--- src/rtl/regfile_seq.sv ---
// Single-issue sequencer driving a 32x16 registered-read register file: read, execute, serial shift, write back.
// Optional REGFILE_SEQ_ASR_EN makes SHR arithmetic (sign fill) instead of logical (zero fill).
module regfile_seq #(
    parameter int DW = 16,
    parameter int AW = 5,
    parameter int SW = 4
) (
    input  logic          clk,
    input  logic          rst_n,
    input  logic          cmd_valid,
    output logic          cmd_ready,
    input  logic [2:0]    cmd_op,
    input  logic [AW-1:0] cmd_rd,
    input  logic [AW-1:0] cmd_ra,
    input  logic [AW-1:0] cmd_rb,
    input  logic [DW-1:0] cmd_imm,
    input  logic [SW-1:0] cmd_sh,
    output logic          resp_valid,
    output logic [DW-1:0] resp_data,
    output logic          resp_carry,
    output logic          rf_write,
    output logic [AW-1:0] rf_wrAddr,
    output logic [DW-1:0] rf_wrData,
    output logic          rf_readA,
    output logic [AW-1:0] rf_rdAddrA,
    output logic          rf_readB,
    output logic [AW-1:0] rf_rdAddrB,
    input  logic [DW-1:0] rf_rdDataA,
    input  logic [DW-1:0] rf_rdDataB,
    output logic          rf_wshift,
    output logic [DW-1:0] rf_shData
);
    typedef enum logic [2:0] {S_IDLE, S_RD, S_EX, S_SH, S_WB} state_t;

    localparam logic [2:0] OP_MOV = 3'b000;
    localparam logic [2:0] OP_ADD = 3'b001;
    localparam logic [2:0] OP_SUB = 3'b010;
    localparam logic [2:0] OP_AND = 3'b011;
    localparam logic [2:0] OP_SHL = 3'b100;
    localparam logic [2:0] OP_SHR = 3'b101;
    localparam logic [2:0] OP_LDI = 3'b110;
    localparam logic [2:0] OP_RD  = 3'b111;

    state_t        state_q, state_d;
    logic [2:0]    op_q, op_d;
    logic [AW-1:0] rd_q, rd_d, ra_q, ra_d, rb_q, rb_d;
    logic [SW-1:0] sh_q, sh_d, cnt_q, cnt_d;
    logic [DW-1:0] acc_q, acc_d;
    logic          carry_q, carry_d;
    logic [DW:0]   sum;

    always_ff @(posedge clk or negedge rst_n) begin
        if (!rst_n) begin
            state_q <= S_IDLE;
            op_q    <= '0;
            rd_q    <= '0;
            ra_q    <= '0;
            rb_q    <= '0;
            sh_q    <= '0;
            cnt_q   <= '0;
            acc_q   <= '0;
            carry_q <= 1'b0;
        end else begin
            state_q <= state_d;
            op_q    <= op_d;
            rd_q    <= rd_d;
            ra_q    <= ra_d;
            rb_q    <= rb_d;
            sh_q    <= sh_d;
            cnt_q   <= cnt_d;
            acc_q   <= acc_d;
            carry_q <= carry_d;
        end
    end

    always_comb begin
        state_d = state_q;
        op_d    = op_q;
        rd_d    = rd_q;
        ra_d    = ra_q;
        rb_d    = rb_q;
        sh_d    = sh_q;
        cnt_d   = cnt_q;
        acc_d   = acc_q;
        carry_d = carry_q;
        sum     = {1'b0, rf_rdDataA} + {1'b0, rf_rdDataB};
        case (state_q)
            S_IDLE: begin
                if (cmd_valid) begin
                    op_d    = cmd_op;
                    rd_d    = cmd_rd;
                    ra_d    = cmd_ra;
                    rb_d    = cmd_rb;
                    sh_d    = cmd_sh;
                    carry_d = 1'b0;
                    if (cmd_op == OP_LDI) begin
                        acc_d   = cmd_imm;
                        state_d = S_WB;
                    end else begin
                        state_d = S_RD;
                    end
                end
            end
            S_RD: state_d = S_EX;
            S_EX: begin
                carry_d = 1'b0;
                state_d = S_WB;
                case (op_q)
                    OP_ADD: {carry_d, acc_d} = sum;
                    OP_SUB: begin
                        acc_d   = rf_rdDataA - rf_rdDataB;
                        carry_d = (rf_rdDataA < rf_rdDataB);
                    end
                    OP_AND: acc_d = rf_rdDataA & rf_rdDataB;
                    OP_SHL, OP_SHR: begin
                        acc_d = rf_rdDataA;
                        cnt_d = sh_q;
                        if (sh_q != '0) state_d = S_SH;
                    end
                    default: acc_d = rf_rdDataA;
                endcase
            end
            S_SH: begin
                if (op_q == OP_SHL) begin
                    acc_d = {acc_q[DW-2:0], 1'b0};
                end else begin
`ifdef REGFILE_SEQ_ASR_EN
                    acc_d = {acc_q[DW-1], acc_q[DW-1:1]};
`else
                    acc_d = {1'b0, acc_q[DW-1:1]};
`endif
                end
                cnt_d = cnt_q - 1'b1;
                // Leave on the step that consumes the last count, so exactly sh cycles are spent here.
                if (cnt_q == 1) state_d = S_WB;
            end
            S_WB: state_d = S_IDLE;
            default: state_d = S_IDLE;
        endcase
    end

    // Outputs decode the registered state only, so every drive is zero outside its own state.
    always_comb begin
        cmd_ready  = (state_q == S_IDLE);
        resp_valid = 1'b0;
        resp_data  = '0;
        resp_carry = 1'b0;
        rf_write   = 1'b0;
        rf_wrAddr  = '0;
        rf_wrData  = '0;
        rf_readA   = 1'b0;
        rf_rdAddrA = '0;
        rf_readB   = 1'b0;
        rf_rdAddrB = '0;
        rf_wshift  = 1'b0;
        rf_shData  = '0;
        if (state_q == S_RD) begin
            rf_readA   = 1'b1;
            rf_rdAddrA = ra_q;
            rf_readB   = 1'b1;
            rf_rdAddrB = rb_q;
        end
        if (state_q == S_WB) begin
            resp_valid = 1'b1;
            resp_data  = acc_q;
            resp_carry = carry_q;
            case (op_q)
                OP_RD: ;
                OP_SHL, OP_SHR: begin
                    rf_wshift = 1'b1;
                    rf_wrAddr = rd_q;
                    rf_shData = acc_q;
                end
                default: begin
                    rf_write  = 1'b1;
                    rf_wrAddr = rd_q;
                    rf_wrData = acc_q;
                end
            endcase
        end
    end
endmodule

--- config.mk ---
export PLATFORM = sky130hd
export DESIGN_NAME = regfile_seq
export DESIGN_NICKNAME = d
export VERILOG_FILES = /design/src/rtl/regfile_seq.sv
export SDC_FILE = /design/constraint.sdc
export NUM_CORES = 1
export LEC_CHECK = 0
export ABC_AREA = 0
export CAP_MARGIN = 20
export CORE_MARGIN = 2
export CORE_UTILIZATION = 48
export CTS_BUF_LIST = sky130_fd_sc_hd__clkbuf_8 sky130_fd_sc_hd__clkbuf_16
export DETAILED_ROUTE_END_ITERATION = 10
export PLACE_DENSITY = 0.81
export SLEW_MARGIN = 40
export SYNTH_ARGS = -nofsm -noshare
export SYNTH_HDL_FRONTEND = slang
export SYNTH_SLANG_ARGS = --single-unit
--- constraint.sdc ---
create_clock -name clk -period 2.63 [get_ports clk]
set_clock_uncertainty 0.05 [all_clocks]
set_input_delay 0.526 -clock clk [delete_from_list [all_inputs] [get_ports clk]]
set_output_delay 0.526 -clock clk [all_outputs]
set_load 0.02 [all_outputs]
==> results_tabular.tex, run 1 <==
\begin{tabular}{lr}
\hline
Metric & Value \\
\hline
\multicolumn{2}{l}{\textbf{Layout}} \\
\quad Area delta synth->final & 56.84\% \\
\quad Filler Cells Inserted & 759 \\
\quad Total Nets Final & approximately 1000 \\
\quad Most common cell after layout, fill and taps aside & sky130\_fd\_sc\_hd\_\_buf\_4 \\
\quad Commonest cells after routing, fill and taps aside & 124 x sky130\_fd\_sc\_hd\_\_buf\_4, 76 x sky130\_fd\_sc\_hd\_\_clkdlybuf4s50\_1, 49 x sky130\_fd\_sc\_hd\_\_o21ai\_0 \\
\quad Proportion of layout cells with a drive suffix above 1 & 0.2678 \\
\quad Final core utilization & 0.7661 \\
\quad Diodes inserted & 0 \\
\multicolumn{2}{l}{\textbf{STA}} \\
\quad Max-Slew Margin vs Limit & 0.4948 \\
\quad Fmax & 384.9 MHz \\
\quad Final Max Tran Viols & 0 \\
\quad Setup TNS & 0 ns \\
\quad Setup-failing EPs final & 0 \\
\quad Final hold viol count & 0 \\
\quad Time the worst path needs with I/O delays and setup & about 2.6 ns \\
\quad Post-route clock period utilization & 0.9879 \\
\quad Worst Tran Pin Value & around 0.75 ns \\
\quad Unrepaired setup endpoints after global routing & true \\
\multicolumn{2}{l}{\textbf{Placement}} \\
\quad HPWL after detailed placement & roughly 14000 um \\
\quad Final weighted congestion in routability-driven placement & between 0.9 and 1 \\
\quad Count of input and output buffers & between 100 and 150 \\
\multicolumn{2}{l}{\textbf{Critical path}} \\
\quad Required time of the worst setup path & roughly 2.8 ns \\
\quad Endpoint class of the critical path & flip-flop \\
\quad Worst-path maximum fanout & 4 \\
\quad WP data arrival & between 2 and 3 ns \\
\quad Worst setup path class & in2reg \\
\quad Critical path startpoint category & primary input \\
\multicolumn{2}{l}{\textbf{Yosys}} \\
\quad Distinct cells, synth & 71 \\
\quad Portion of the post-synthesis area used by sequential elements & 0.2314 \\
\quad Yosys reg bits & 46 \\
\quad Post-synth ARST share & 1.000 \\
\quad Multiplexer share of the synthesized area & 0.07168 \\
\quad Area of the mapped netlist & 4975 um\^{}2 \\
\quad Number of enable-type register cells in the synthesized netlist & 0 \\
\quad Combinational family with the most area after synthesis & compound AO/OA/AOI/OAI gates \\
\quad Number of instances in the synthesized netlist & between 600 and 700 \\
\quad Simple-gate share of the synthesized area & 0.2377 \\
\quad Adder-cell share of the synthesized area & 0.09608 \\
\quad Syn nets & 744 \\
\quad Fraction of synthesized cell area in xor and xnor cells & 0.01937 \\
\quad Syn Area/Cell & about 8 um\^{}2 \\
\quad Fraction of the mapped netlist area in compound gates & 0.2598 \\
\quad Count of yosys warnings during synthesis & 0 \\
\quad Main synth FF type & sky130\_fd\_sc\_hd\_\_dfrtp\_1 \\
\multicolumn{2}{l}{\textbf{Drt}} \\
\quad Vias per std cell & around 5.9 \\
\quad DRC errors left & 0 \\
\quad ANT nets after route & 0 \\
\quad Post-DR wirelength/cell & between 15 and 20 um \\
\quad Overall routed net length & about 19000 um \\
\quad Total number of vias & between 5000 and 6000 \\
\quad DRT Pass-1 Iters & 4 \\
\quad DRT iter0 DRCs & 362 \\
\multicolumn{2}{l}{\textbf{Global routing}} \\
\quad Via count of the first global-routing pass & approximately 5900 \\
\quad Most utilized layer in the global route result & met2 \\
\quad Met3 Resource Use GR & 0.04329 \\
\quad Largest net degree at the start of global routing & 24 \\
\quad Number of antenna violations at the first check in global routing & 0 \\
\quad GR met1 Demand/Resource & 0.4180 \\
\quad Global routing met2 resource utilization & 0.5590 \\
\quad Global-route wire length before repair & slightly below 30000 um \\
\quad Grt ovf & 0 \\
\quad Gr usage total & 0.3247 \\
\multicolumn{2}{l}{\textbf{Clocking}} \\
\quad Clock edge transition at the registers on the reported setup and hold paths & approximately 0.09 ns \\
\quad Total number of clock tree sinks & 46 \\
\quad TritonCTS clock tree & built \\
\quad Htree depth & 2 \\
\quad CTS Buf Count & 5 \\
\quad Clock tree root driver cell & sky130\_fd\_sc\_hd\_\_clkbuf\_8 \\
\quad Bufs on Longest Clock Path & 2 \\
\quad Source-to-sink clock delay at the later pin of the worst-skew pair & between 0.3 and 0.4 ns \\
\quad Number of buffers inserted by hold repair at cts & 0 \\
\multicolumn{2}{l}{\textbf{Job}} \\
\quad Max-cap violations & 0 \\
\multicolumn{2}{l}{\textbf{Pwr}} \\
\quad Largest vdd supply drop & around 430 uV \\
\quad Static Leak & just under 4 nW \\
\quad Power density over cell area & slightly above 800 nW/um\^{}2 \\
\multicolumn{2}{l}{\textbf{Floorplan}} \\
\quad Standard-cell row count & 37 \\
\quad Area of the die & approximately 11000 um\^{}2 \\
\quad Count of pins on the block boundary & between 100 and 150 \\
\quad Overall die height & roughly 110 um \\
\quad Initial core utilization & 0.4885 \\
\quad Core area & $\sim$10000 um\^{}2 \\
\quad Chip Width & between 100 and 150 um \\
\multicolumn{2}{l}{\textbf{Run status}} \\
\quad Run status & completed \\
\multicolumn{2}{l}{\textbf{Worst hold path}} \\
\quad Type of the worst min-delay path & in2async \\
\hline
\end{tabular}
## cells by family (layout without fill, tap and decap cells)
| logic type | count (synthesis) | after routing |
|---|---|---|
| adder cells (fa/ha/maj) | 37 | 37 |
| XOR/XNOR | 11 | 11 |
| AO/OA/AOI/OAI | 199 | 199 |
| AND/OR/NAND/NOR | 223 | 223 |
| multiplexers | 33 | 33 |
| flip-flops | 46 | 46 |
| buffers and inverters | 85 | 321 |
## area by class of cell
cell class / count / area (um^2) / area share
Tap cell: 136 / 170.2 / 0.02181
Multi-Input combinational cell: 503 / 3777 / 0.4841
Clock buffer: 5 / 68.82 / 0.008820
Timing Repair Buffer: 274 / 2444 / 0.3132
Clock inverter: 3 / 41.29 / 0.005292
Inverter: 39 / 148.9 / 0.01908
Sequential cell: 46 / 1152 / 0.1477
## metal layers
metal,part of all wire,up-vias
met2,0.48,301
met3,0.075,54
met5,0,-
met4,0.030,0
li1,-,2767
met1,0.41,2808
## Yosys cell counts, types with 4 or more instances
master | number | share of area
sky130_fd_sc_hd__ha_1 | 35 | 0.088
sky130_fd_sc_hd__a31oi_1 | 9 | 0.011
sky130_fd_sc_hd__a22oi_1 | 4 | 0.0060
sky130_fd_sc_hd__nor4_1 | 6 | 0.0075
sky130_fd_sc_hd__dfrtp_1 | 46 | 0.23
sky130_fd_sc_hd__clkbuf_1 | 27 | 0.020
sky130_fd_sc_hd__and3_1 | 36 | 0.045
sky130_fd_sc_hd__a21o_1 | 6 | 0.0091
sky130_fd_sc_hd__or3_1 | 4 | 0.0050
sky130_fd_sc_hd__nor2b_1 | 8 | 0.010
sky130_fd_sc_hd__mux2_2 | 21 | 0.048
sky130_fd_sc_hd__nor3_1 | 20 | 0.020
sky130_fd_sc_hd__buf_6 | 6 | 0.014
sky130_fd_sc_hd__o21a_1 | 9 | 0.014
sky130_fd_sc_hd__o21ai_0 | 52 | 0.052
sky130_fd_sc_hd__inv_1 | 39 | 0.029
sky130_fd_sc_hd__o31ai_1 | 5 | 0.0075
sky130_fd_sc_hd__buf_1 | 4 | 0.0030
sky130_fd_sc_hd__a21oi_1 | 48 | 0.048
sky130_fd_sc_hd__nand2b_1 | 5 | 0.0063
sky130_fd_sc_hd__and2_1 | 34 | 0.043
sky130_fd_sc_hd__nor2_1 | 39 | 0.029
sky130_fd_sc_hd__mux2i_1 | 12 | 0.024
sky130_fd_sc_hd__buf_2 | 4 | 0.0040
sky130_fd_sc_hd__a2111oi_0 | 4 | 0.0070
sky130_fd_sc_hd__o22ai_1 | 5 | 0.0063
sky130_fd_sc_hd__xnor2_1 | 10 | 0.018
sky130_fd_sc_hd__a211oi_1 | 10 | 0.015
sky130_fd_sc_hd__nand3_1 | 6 | 0.0060
sky130_fd_sc_hd__nand2_1 | 46 | 0.035
sky130_fd_sc_hd__o211ai_1 | 10 | 0.015
## through the flow
step | instance area [um^2] | setup WS (ns) | instances | total power [W] | hold WS, ns
6_report | 7802 | 0.03178 | 1006 | 0.006315 | 0.07449
5_1_grt | 7802 | -0.04193 | 1006 | 0.006728 | 0.09648
4_1_cts | 7590 | -0.06260 | 1003 | 0.006176 | 0.07224
3_5_place_dp | 7246 | -0.7680 | 990 | 0.005606 | 0.4100
3_3_place_gp | 7246 | -0.7215 | 990 | 0.005495 | 0.3963
2_1_floorplan | 4975 | -0.007734 | 634 | 0.003834 | 0.1804
## final timing paths
check | startpoint | endpoint | slack (ns) | cells past startpoint
min in group clk | rb_q[1]$_DFFE_PN0P_ | rb_q[1]$_DFFE_PN0P_ | 0.46 | 1
worst min register to register | rb_q[1]$_DFFE_PN0P_ | rb_q[1]$_DFFE_PN0P_ | 0.46 | 1
worst max-delay path | rf_rdDataA[1] | acc_q[13]$_DFFE_PN0P_ | 0.03 | 11
worst min-delay path | rst_n | ra_q[3]$_DFFE_PN0P_ | 0.07 | 1
max in group asynchronous | rst_n | acc_q[12]$_DFFE_PN0P_ | 1.87 | 2
worst max register to register | op_q[1]$_DFFE_PN0P_ | acc_q[12]$_DFFE_PN0P_ | 0.32 | 8
## state kept, by name (all words and copies together) (netlist names)
register,flops
acc_q,16
carry_q,1
cnt_q,4
op_q,3
ra_q,5
rb_q,5
rd_q,5
sh_q,4
state_q,3
## repair_timing
item / in CTS / in global routing
endpoints found under the hold margin: 0 / 0
setup buffers: 6 / 4
resized for setup: 119 / 55
endpoints found under the setup margin: 57 / 33
pin swaps: 21 / 19
## power breakdown
part	internal (W)	switching [W]	total (W)
Clock	0.000280	0.000258	0.000538
Sequential	0.00107	0.000396	0.00146
Combinational	0.00195	0.00237	0.00431
## critical path, cell delays in order
cell and delay, ns:
sky130_fd_sc_hd__clkdlybuf4s15_2 0.23, sky130_fd_sc_hd__ha_1 0.32, sky130_fd_sc_hd__nor2b_1 0.16, sky130_fd_sc_hd__o31a_1 0.28, sky130_fd_sc_hd__a31o_4 0.29, sky130_fd_sc_hd__o41ai_2 0.30
sky130_fd_sc_hd__buf_4 0.18, sky130_fd_sc_hd__o31ai_1 0.06, sky130_fd_sc_hd__buf_4 0.15, sky130_fd_sc_hd__xnor2_1 0.11, sky130_fd_sc_hd__o2bb2ai_1 0.13
No activity file was read; power rests on OpenSTA's default activity.
==> run 2: changes to the inputs <==
CAP_MARGIN = 15   (was 20)
CELL_PAD_IN_SITES_DETAIL_PLACEMENT = 1   (was unset)
CELL_PAD_IN_SITES_GLOBAL_PLACEMENT = 2   (was unset)
CORE_ASPECT_RATIO = 0.9   (was unset)
CORE_UTILIZATION = 27   (was 48)
==> run 2 against run 1 <==
Total power increased by 4.2%. Die area increased by 74%. Sequential cell count unchanged. Sequential power about the same.
==> results_tabular.tex, run 2 (synthesized netlist as in run 1, its figures left out) <==
\begin{tabular}{lr}
\hline
Metric & Value \\
\hline
\multicolumn{2}{l}{\textbf{Run status}} \\
\quad Run status & completed \\
\multicolumn{2}{l}{\textbf{STA}} \\
\quad Time the worst path needs with I/O delays and setup & around 2.6 ns \\
\quad Worst Tran Pin Value & a little under 0.5 ns \\
\quad Post-route clock period utilization & 0.9871 \\
\quad Smallest setup slack after layout & around 0.034 ns \\
\quad Setup TNS & 0 ns \\
\quad Setup-failing EPs final & 0 \\
\quad Final hold slack & $\sim$0.091 ns \\
\quad Final hold viol count & 0 \\
\quad Final Max Tran Viols & 0 \\
\quad Max-Slew Margin vs Limit & 0.6663 \\
\quad Fmax & roughly 390 MHz \\
\multicolumn{2}{l}{\textbf{Placement}} \\
\quad Place WS & -0.8338 ns \\
\quad HPWL after detailed placement & about 17000 um \\
\quad Final weighted congestion in routability-driven placement & around 0.89 \\
\quad Count of input and output buffers & around 140 \\
\quad Count of placed standard cells including taps & 1100 \\
\multicolumn{2}{l}{\textbf{Global routing}} \\
\quad Grt ovf & 0 \\
\quad Global-route wire length before repair & $\sim$34000 um \\
\quad Via count of the first global-routing pass & roughly 6200 \\
\quad GR met1 Demand/Resource & 0.2812 \\
\quad Global routing met2 resource utilization & 0.3850 \\
\quad Most utilized layer in the global route result & met2 \\
\quad Largest net degree at the start of global routing & 25 \\
\quad Met3 Resource Use GR & 0.02034 \\
\quad Gr usage total & 0.2154 \\
\quad Number of antenna violations at the first check in global routing & 0 \\
\multicolumn{2}{l}{\textbf{Clocking}} \\
\quad Bufs on Longest Clock Path & 2 \\
\quad TritonCTS clock tree & built \\
\quad Total number of clock tree sinks & 46 \\
\quad Htree depth & 2 \\
\quad CTS Buf Count & 5 \\
\quad Clock edge transition at the registers on the reported setup and hold paths & about 0.070 ns \\
\quad Clock tree root driver cell & sky130\_fd\_sc\_hd\_\_clkbuf\_16 \\
\quad Source-to-sink clock delay at the later pin of the worst-skew pair & between 0.2 and 0.3 ns \\
\multicolumn{2}{l}{\textbf{Layout}} \\
\quad Filler Cells Inserted & about 2200 \\
\quad Non-filler cells in the finished layout & approximately 1100 \\
\quad Total Nets Final & roughly 990 \\
\quad Most common cell after layout, fill and taps aside & sky130\_fd\_sc\_hd\_\_buf\_4 \\
\quad Diodes inserted & 0 \\
\quad Flip-flop count of the largest register, all copies and words added & 16 \\
\quad Largest Register & acc\_q \\
\quad Commonest cells after routing, fill and taps aside & 134 x sky130\_fd\_sc\_hd\_\_buf\_4, 72 x sky130\_fd\_sc\_hd\_\_clkdlybuf4s50\_1, 46 x sky130\_fd\_sc\_hd\_\_dfrtp\_1, 46 x sky130\_fd\_sc\_hd\_\_dlygate4sd2\_1, 45 x sky130\_fd\_sc\_hd\_\_nand2\_1 \\
\quad Area delta synth->final & 60.09\% \\
\quad Proportion of layout cells with a drive suffix above 1 & 0.2761 \\
\multicolumn{2}{l}{\textbf{Drt}} \\
\quad DRT iter0 DRCs & about 280 \\
\quad Overall routed net length & 21680 um \\
\quad Post-DR wirelength/cell & 19.27 um \\
\quad DRT Pass-1 Iters & 4 \\
\quad Vias per std cell & approximately 5.2 \\
\quad Total number of vias & about 6000 \\
\quad DRC errors left & 0 \\
\quad ANT nets after route & 0 \\
\multicolumn{2}{l}{\textbf{Floorplan}} \\
\quad Chip Width & approximately 150 um \\
\quad Standard-cell row count & 47 \\
\quad Core area & about 18000 um\^{}2 \\
\quad Area of the die & a little under 20000 um\^{}2 \\
\quad Count of pins on the block boundary & 143 \\
\quad Initial core utilization & 0.2729 \\
\quad Overall die height & 132.8 um \\
\multicolumn{2}{l}{\textbf{Pwr}} \\
\quad Largest vdd supply drop & 346.8 uV \\
\quad Power after layout & 0.006578 W \\
\quad Static Leak & 3.743 nW \\
\quad Power density over cell area & between 800 and 900 nW/um\^{}2 \\
\multicolumn{2}{l}{\textbf{Critical path}} \\
\quad Worst-path maximum fanout & 3 \\
\quad Critical path startpoint category & primary input \\
\quad Worst setup path class & in2reg \\
\quad Endpoint class of the critical path & flip-flop \\
\quad WP data arrival & around 2.7 ns \\
\quad Required time of the worst setup path & around 2.8 ns \\
\multicolumn{2}{l}{\textbf{Worst hold path}} \\
\quad Type of the worst min-delay path & in2async \\
\multicolumn{2}{l}{\textbf{Job}} \\
\quad Max-cap violations & 0 \\
\hline
\end{tabular}
run 2: cell types whose count changed in the layout (fill, tap and decap cells not counted), moves of 5 or more:
cell,change
sky130_fd_sc_hd__clkbuf_16,+5
sky130_fd_sc_hd__dlygate4sd2_1,+16
sky130_fd_sc_hd__clkbuf_8,-5
sky130_fd_sc_hd__ha_4,-6
sky130_fd_sc_hd__buf_4,+10
sky130_fd_sc_hd__dlymetal6s2s_1,-14
sky130_fd_sc_hd__o21ai_0,-6
run 2: stage by stage:
step | util | area, um^2
2_1_floorplan | - | 4975
3_5_place_dp | 0.4040 | 7365
3_3_place_gp | 0.4040 | 7365
4_1_cts | 0.4273 | 7790
6_report | 0.4369 | 7964
5_1_grt | 0.4369 | 7964
run 2: path summary, 6_finish.rpt:
path                                             start                    end  slack, ns  cells after the start
worst max-delay path                     rf_rdDataA[3]  acc_q[14]$_DFFE_PN0P_       0.03                      9
worst min-delay path                             rst_n    rb_q[1]$_DFFE_PN0P_       0.09                      1
worst max register to register  state_q[2]$_DFFE_PN0P_   acc_q[3]$_DFFE_PN0P_       0.40                      8
worst min register to register     rd_q[2]$_DFFE_PN0P_    rd_q[2]$_DFFE_PN0P_       0.46                      1
max in group asynchronous                        rst_n   acc_q[2]$_DFFE_PN0P_       1.82                      2
min in group clk                   rd_q[2]$_DFFE_PN0P_    rd_q[2]$_DFFE_PN0P_       0.46                      1
run 2: final cells by class:
| cell class | instances | area (um^2) | area share |
|---|---|---|---|
| Clock buffer | 5 | 125.1 | 0.01571 |
| Timing Repair inverter | 2 | 12.51 | 0.001571 |
| Multi-Input combinational cell | 503 | 3757 | 0.4718 |
| Timing Repair Buffer | 282 | 2441 | 0.3065 |
| Clock inverter | 3 | 17.52 | 0.002200 |
| Tap cell | 245 | 306.5 | 0.03849 |
| Inverter | 39 | 152.6 | 0.01917 |
| Sequential cell | 46 | 1151 | 0.1445 |
run 2: what timing repair did:
item                                    CTS  global route
gates resized for setup                 143            51
gates cloned                              2             0
endpoints found under the setup margin   61            31
hold buffers                              0             0
pin swaps                                21            22
setup buffers                            10             6
run 2: metal layers:
metal / part of all wire / vias to the layer above
li1: - / 2784
met1: 0.45 / 2894
met2: 0.50 / 151
met3: 0.040 / 22
met4: 0.015 / 0
met5: 0 / -
run 2: worst max-delay path, stage by stage:
cell and delay (ns):
sky130_fd_sc_hd__clkdlybuf4s15_2 0.22, sky130_fd_sc_hd__ha_4 0.30, sky130_fd_sc_hd__nor2_2 0.07, sky130_fd_sc_hd__a2111o_1 0.45, sky130_fd_sc_hd__a311oi_2 0.33, sky130_fd_sc_hd__o31ai_1 0.13, sky130_fd_sc_hd__a221o_1 0.36, sky130_fd_sc_hd__a32oi_1 0.25
sky130_fd_sc_hd__a21oi_2 0.08
run 2: report_power, final:
| group | internal (W) | total (W) | switching, W |
|---|---|---|---|
| sequential | 0.00107 | 0.00149 | 0.000427 |
| clock | 0.000350 | 0.000638 | 0.000289 |
| combinational | 0.00197 | 0.00445 | 0.00248 |
| total | 0.00338 | 0.00658 | 0.00320 |
==> run 3: changes to the inputs <==
ABC_CLOCK_PERIOD_IN_PS = 2630   (was unset)
CTS_CLUSTER_SIZE = 14   (was unset)
==> results of run 3 <==
Same layout as run 2: the final DEF is identical, and so are final timing and power.
